--- src/rtl/mux4_rr_arbiter.sv ---
// Round-robin owner arbiter for the shared 4:1 2-bit select mux.
// Registers the grant, the select and the muxed word with a valid flag.
module mux4_rr_arbiter #(
  parameter int MAX_HOLD = 4
) (
  input  logic       clk,
  input  logic       rst_n,
  input  logic [3:0] req,
  input  logic [1:0] d0,
  input  logic [1:0] d1,
  input  logic [1:0] d2,
  input  logic [1:0] d3,
  output logic [3:0] gnt,
  output logic [1:0] sel,
  output logic [1:0] o,
  output logic       o_valid,
  output logic       busy
);

  localparam int HW = $clog2(MAX_HOLD) + 1;
  localparam logic [HW-1:0] HOLD_MAX = HW'(MAX_HOLD);
  localparam logic [HW-1:0] HOLD_ONE = HW'(1);

  typedef enum logic {
    IDLE,
    GRANT
  } state_e;

  state_e          state_q, state_d;
  logic [1:0]      ptr_q, ptr_d;
  logic [1:0]      sel_q, sel_d;
  logic [3:0]      gnt_q, gnt_d;
  logic [HW-1:0]   hold_q, hold_d;
  logic [1:0]      o_q, o_d;
  logic            ov_q, ov_d;

  logic [3:0]      own_mask;
  logic [3:0]      others;
  logic [3:0]      cand;
  logic            keep;
  logic            win_ok;
  logic [1:0]      win;
  logic [1:0]      idx;
  logic [1:0]      dmux;

  always_comb begin
    own_mask = 4'b0001 << sel_q;
    others   = req & ~own_mask;
    keep     = 1'b0;
    cand     = req;
    if (state_q == GRANT && req[sel_q]) begin
      if (hold_q >= HOLD_MAX && |others) begin
        cand = others;
      end else begin
        keep = 1'b1;
        cand = '0;
      end
    end
  end

  // Walk from the farthest offset back so the nearest hit wins.
  always_comb begin
    win_ok = 1'b0;
    win    = ptr_q;
    idx    = ptr_q;
    for (int i = 3; i >= 0; i--) begin
      idx = ptr_q + 2'(i);
      if (cand[idx]) begin
        win_ok = 1'b1;
        win    = idx;
      end
    end
  end

  always_comb begin
    dmux = d0;
    case (sel_q)
      2'd0: dmux = d0;
      2'd1: dmux = d1;
      2'd2: dmux = d2;
      2'd3: dmux = d3;
      default: dmux = d0;
    endcase
  end

  always_comb begin
    state_d = state_q;
    ptr_d   = ptr_q;
    sel_d   = sel_q;
    gnt_d   = gnt_q;
    hold_d  = hold_q;
    o_d     = o_q;
    ov_d    = 1'b0;
    if (state_q == GRANT) begin
      o_d  = dmux;
      ov_d = 1'b1;
    end
    if (keep) begin
      if (hold_q < HOLD_MAX) begin
        hold_d = hold_q + HOLD_ONE;
      end
    end else if (win_ok) begin
      state_d = GRANT;
      sel_d   = win;
      gnt_d   = 4'b0001 << win;
      ptr_d   = win + 2'd1;
      hold_d  = HOLD_ONE;
    end else begin
      state_d = IDLE;
      gnt_d   = '0;
    end
  end

  always_ff @(posedge clk) begin
    if (!rst_n) begin
      state_q <= IDLE;
      ptr_q   <= '0;
      sel_q   <= '0;
      gnt_q   <= '0;
      hold_q  <= '0;
      o_q     <= '0;
      ov_q    <= 1'b0;
    end else begin
      state_q <= state_d;
      ptr_q   <= ptr_d;
      sel_q   <= sel_d;
      gnt_q   <= gnt_d;
      hold_q  <= hold_d;
      o_q     <= o_d;
      ov_q    <= ov_d;
    end
  end

  assign gnt     = gnt_q;
  assign sel     = sel_q;
  assign o       = o_q;
  assign o_valid = ov_q;
  assign busy    = |gnt_q;

endmodule

--- config.mk ---
export PLATFORM = sky130hd
export DESIGN_NAME = mux4_rr_arbiter
export DESIGN_NICKNAME = d
export VERILOG_FILES = /design/src/rtl/mux4_rr_arbiter.sv
export SDC_FILE = /design/constraint.sdc
export NUM_CORES = 1
export LEC_CHECK = 0
export CORE_UTILIZATION = 44
export CTS_CLUSTER_DIAMETER = 100
export CTS_CLUSTER_SIZE = 16
export DETAILED_ROUTE_END_ITERATION = 10
export PLACE_DENSITY = 0.83
export SLEW_MARGIN = 20
export SYNTH_ARGS = -nofsm -noshare
export SYNTH_HDL_FRONTEND = slang
export SYNTH_SLANG_ARGS = --single-unit
export TNS_END_PERCENT = 1
--- constraint.sdc ---
create_clock -name clk -period 1.96 [get_ports clk]
set_input_delay 0.392 -clock clk [delete_from_list [all_inputs] [get_ports clk]]
set_output_delay 0.392 -clock clk [all_outputs]
set_load 0.005 [all_outputs]
==> results.json <==
{
  "status": "finished, violations left",
  "violations": "setup timing",
  "clock-sinks": 15,
  "multi_input_area_sq_um": 746,
  "grt_overflow_total": 0,
  "end_kind": "register",
  "dp_cells": 175,
  "clock_latency_ns": 0.28,
  "syn_area_sq_mm": 0.00100,
  "maxSlewViolCount": 0,
  "cp-startpoint": "sel[0]$_SDFFE_PN0P_",
  "timing.final.hold_violations": 0,
  "timing.rr.end": "gnt[2]$_SDFFE_PN0N_",
  "drive_gt1_frac": 0.346,
  "utilization": 0.748,
  "drtPass1Iterations": 4,
  "ant_nets": 0,
  "area_growth_syn_to_layout_pct": 52.3,
  "rr_worst_depth": 10,
  "r2r-start": "sel[0]$_SDFFE_PN0P_",
  "die_width_um": 49.7,
  "rrSetupSlack_ns": -0.16,
  "maxClockFrequency_mhz": 473,
  "fin_skew_ns": 0.00553,
  "rows": 16,
  "clk_path_buf_depth": 2,
  "crit_required_ns": 2.13,
  "fin_setup_tns_ns": -0.690,
  "yosys.area.top_type_share": 0.300,
  "cts_made_buffers": 3,
  "yosys.cell_count.top_type": "dfxtp_1",
  "worst-path-max-fanout": 5,
  "grt_pass1_wl_mm": 4.42,
  "cts_tree": "done",
  "grt.total_usage": 0.233,
  "synth_top_cells_by_count": "dfxtp_1 (15), nor2_1 (13), nand2_1 (7)",
  "setup_violations": 6,
  "htreeDepth": 1,
  "place.gp.congestion": 0.862,
  "yosys_register_bits": 15,
  "die-area_sq_mm": 0.00247,
  "yosysTopAreaCell": "dfxtp_1",
  "drt-total-wl_mm": 3.01,
  "arrival_ns": 2.29,
  "grtUsageMet3": 0.0494,
  "drt_iter0_drc": 35,
  "rsz0062_at_grt": "yes",
  "synth_edf_count": 0,
  "layout_min_cycle_time_ns": 2.12,
  "postSynthCellCount": 107,
  "syn_avg_cell_area_sq_um": 9.37,
  "num_vias": 1057,
  "yosys_warnings": 0,
  "dieHeight_um": 49.7,
  "slew-limit-headroom": 0.682,
  "drc_errors": 0,
  "grtUsageMet1": 0.269,
  "drv_cap": 0,
  "fillers": 154,
  "max_slew.worst_pin.slew_ns": 0.472,
  "wl_per_cell_um": 16.7,
  "root_buffer": "clkbuf_4",
  "path_clk_slew_ns": 0.10,
  "synthTopCellsByArea": "dfxtp_1 (30%), ha_1 (7.5%), mux4_1 (5.2%)",
  "setup.worst_path.class": "register to register",
  "fin_crit_sh": 1.08,
  "grtUsageMet2": 0.437,
  "leakage_nw": 0.610,
  "place.detailed.hpwl_mm": 2.09,
  "p_per_area_mw_per_mm2": 1010,
  "hp-class": "register to register",
  "top_usage_layer": "met2",
  "antenna_found_initial": 0,
  "worstHoldStart": "o[0]$_SDFFE_PN0P_",
  "antenna_cells": 0,
  "cp-start-kind": "register",
  "start_util": 0.491,
  "synthFlopType": "dfxtp_1",
  "viasPerCell": 5.87,
  "holdPathStages": 2,
  "hold_end": "o[0]$_SDFFE_PN0P_",
  "port-buffer-count": 23,
  "finalNonFillerCells": 180,
  "peakVddDrop_mv": 0.755,
  "io_pins": 24,
  "yosysUniqueCellTypes": 43,
  "grt_pass1_vias": 982,
  "seq_area_frac_synth": 0.300,
  "final_nets": 174,
  "grt_start_max_net_pins": 11,
  "async_flop_share": 0,
  "seqCellArea_sq_um": 305,
  "core-area_sq_mm": 0.00204,
  "worst_slack_ns": -0.155,
  "syn_nets": 127
}
-- worst max-delay path: stages (launching register included) --
cell and delay [ns]:
dfxtp_4 0.40, buf_4 0.15, buf_4 0.15, a21boi_1 0.24, o21a_1 0.24, o221ai_2 0.11, o31a_1 0.16, a21o_1 0.19
ha_2 0.19, a22oi_2 0.11, nor2_1 0.07
-- sequential cells by signal (all words and copies together), names as in the netlist --
signal,flops
state_q,1
hold_q,3
o_valid,1
gnt,4
sel,2
ptr_q,2
o,2
-- through the flow --
stage                     instance area, sq um  total power [W]  hold slack, ns  setup WS [ns]
after floorplan                           1010         0.000890           0.457         -0.140
after global placement                    1410          0.00122           0.476         -0.568
after detailed placement                  1410          0.00125           0.484         -0.666
after CTS                                 1500          0.00151           0.510         -0.148
after global routing                      1530          0.00164           0.542         -0.244
final                                     1530          0.00155           0.511         -0.155
-- how the worst max path moves through the flow --
| stage | cells after the start | slack (ns) | end |
|---|---|---|---|
| after floorplan | 10 | -0.14 | gnt[0]$_SDFFE_PN0N_ |
| after global placement | 9 | -0.57 | gnt[0]$_SDFFE_PN0N_ |
| after detailed placement | 9 | -0.67 | gnt[2]$_SDFFE_PN0N_ |
| after CTS | 8 | -0.15 | gnt[2]$_SDFFE_PN0N_ |
| after global routing | 10 | -0.24 | gnt[2]$_SDFFE_PN0N_ |
| final | 10 | -0.16 | gnt[2]$_SDFFE_PN0N_ |
-- routing by layer --
| metal | wire length [um] | share of wire |
|---|---|---|
| met1 | 1200 | 0.40 |
| met2 | 1590 | 0.53 |
| met3 | 201 | 0.067 |
| met4 | 22 | 0.0073 |
| met5 | 0 | 0 |
-- cell families after synthesis --
group	after synthesis	share of synthesized area
AO/OA/AOI/OAI	35	0.281
AND/OR/NAND/NOR	35	0.195
flip-flops	15	0.300
buffers and inverters	9	0.0474
multiplexers	7	0.102
adder cells (fa/ha/maj)	6	0.0749
-- cell type report --
| cell class | count | area share |
|---|---|---|
| multi-input combinational | 83 | 0.489 |
| timing repair buffer | 45 | 0.255 |
| sequential | 15 | 0.200 |
| tap | 27 | 0.0221 |
| clock buffer | 3 | 0.0148 |
| inverter | 6 | 0.0148 |
| clock inverter | 1 | 0.00492 |
-- where the power goes --
part / switching [W] / leakage (nW) / internal, W
Sequential: 0.0000872 / 0.125 / 0.000380
Clock: 0.000109 / 0.0139 / 0.0000774
Combinational: 0.000393 / 0.471 / 0.000500
Total: 0.000589 / 0.610 / 0.000958
-- cell usage in the layout, fill, tap and decap left out, types with 2 or more instances in the layout --
cell type        synthesis  final
mux4_1                   2      2
nor2_1                  13     10
nand3_1                  3      3
dfxtp_1                 15     13
a21oi_2                  1      2
clkdlybuf4s50_1          0     18
mux2i_1                  5      3
ha_2                     0      3
a21o_1                   2      2
a22oi_1                  4      3
dlygate4sd2_1            0      5
a21oi_1                  4      3
nor4b_1                  2      2
mux2i_4                  0      2
o21ai_0                  2      2
o21ai_4                  1      2
o21a_1                   3      3
nor2_2                   0      3
nand2_1                  7      7
ha_1                     6      3
o22ai_2                  0      2
inv_1                    6      6
buf_4                    0     22
clkbuf_4                 0      3
-- repair_timing --
item	in CTS	in global routing
hold buffers	0	0
pin swaps	12	3
endpoints found under the setup margin	11	10
gates resized for setup	21	6
setup buffers	1	0
(Power assumes the default switching activity.)
==> variant: new RTL, same flow settings <==
Change the parameter `MAX_HOLD` from 4 to 8.
--- a/src/rtl/mux4_rr_arbiter.sv
+++ b/src/rtl/mux4_rr_arbiter.sv
@@ -2,5 +2,5 @@
 // Registers the grant, the select and the muxed word with a valid flag.
 module mux4_rr_arbiter #(
-  parameter int MAX_HOLD = 4
+  parameter int MAX_HOLD = 8
 ) (
   input  logic       clk,
Function: changed (Yosys sat finds a counterexample within 10 cycles, from zero or initial values and one cycle with rst_n low).
==> variant against the unedited design <==
  * Clock power grew 18%
  * Hold slack gained 39 ps
  * Global-route usage is 0.61 points lower
  * Setup slack worse by 130 ps
  * Routed wire length decreased by 6.7%
  * Critical path depth down 1
  * Sequential cell count is 1 higher
  * Area after synthesis grew 7.5%
  * The run still ends with negative setup slack left
  * Combinational power down 2%
  * Critical path type unchanged
  * Power up 2.7%
  * Cell area increased by 6.1%
==> variant: results (changes against the unedited design) <==
| Metric | Value |
|---|---|
| Inst Count DP | `182 (+4.0%)` |
| First-pass GRT wire length | `4.48 mm (+1.3%)` |
| Combinational power share | `55.2% (-2.5 points)` |
| Largest net degree at the start of global routing | `18 (+7)` |
| Met1 Usage GRT | `26.4% (-0.53 points)` |
| Post-CTS Setup Bufs | `0 (-1)` |
| Worst slack at placement | `-641 ps (+25.0 ps)` |
| Critical path arrival | `2430 ps (+140 ps)` |
| Fillers | `187 (+21%)` |
| Peak VDD IR | `737 uV (-2.4%)` |
| Met3 Wirelength | `161 um (-20%)` |
| Setup-failing EPs final | `6 (unchanged)` |
| DRT Pass-1 Iters | `4 (unchanged)` |
| DPL Wire Length | `1.94 mm (-7.1%)` |
| Ys async rst share | `0% (unchanged)` |
| Power in the clock group | `0.000220 W (+18%)` |
| Post-DR vias/cell | `5.61 (-4.4%)` |
| M1 WL | `1.19 mm (-0.92%)` |
| Post-synthesis instance total | `116 (+8.4%)` |
| Fraction of layout cells with a size suffix above 1 | `34.4% (-0.27 points)` |
| CP max stage cell | `or3_4` |
| Failing checks | `negative setup slack` |
| Cell variety after synth | `40 (-7.0%)` |
| Static Leak | `0.657 nW (+7.6%)` |
| Met3 usage | `5.06% (+0.12 points)` |
| DR WL met2 | `1.43 mm (-9.6%)` |
| Final wirelength | `2.81 mm (-6.7%)` |
| Setup TNS | `-957 ps (-267 ps)` |
| Net Sw Frac | `37.2% (-0.91 points)` |
| Relative slew margins | `65.3% (-2.9 points)` |
| Layout Skew | `2.31 ps (-3.22 ps)` |
| PnR worst setup slack | `-281 ps (-126 ps)` |
| Met2 Resource Use GR | `40.7% (-3.0 points)` |
| Vias in the first global route | `1028 (+4.7%)` |
| Gr usage total | `22.6% (-0.61 points)` |
| Drt initial violations | `21 (-40%)` |
| DP Area | `1490 sq um (+5.7%)` |
| Syn_nets | `136 (+7.1%)` |
| Largest cells by area after synthesis | `dfxtp_1 30%, ha_1 7.0%, mux2i_1 5.6%` |
| Sequential power share | `31.0% (+0.8 points)` |
| Status | `complete, but fails checks` |
[variant: worst min-delay path: stages (launching register included)]
cell and delay (ps):
dfxtp_1 320, mux2i_1 130, nor2b_1 60
[variant: area by class of cell]
class | instances | area, sq um | share of cell area [%]
multi-input combinational | 90 | 817 | 50.5
timing repair buffer | 44 | 382 | 23.6
sequential | 16 | 327 | 20.2
clock buffer | 4 | 36.3 | 2.24
tap | 28 | 35.0 | 2.16
inverter | 6 | 22.5 | 1.39
[variant: kinds of logic after synthesis]
family | count (synthesis) | share of synthesized area (%)
adders and majority gates | 6 | 6.97
AOI/OAI and AO/OA | 36 | 26.6
buffers and inverters | 10 | 4.99
DFF | 16 | 29.7
and+or+nand+nor | 40 | 22.0
muxes | 8 | 9.76
[variant: final timing paths]
kind         startpoint  endpoint  slack (ps)  cells after the start
max              sel[0]    gnt[0]        -280                      9
min                o[0]      o[0]         550                      2
max reg2reg      sel[0]    gnt[0]        -280                      9
min reg2reg        o[0]      o[0]         550                      2
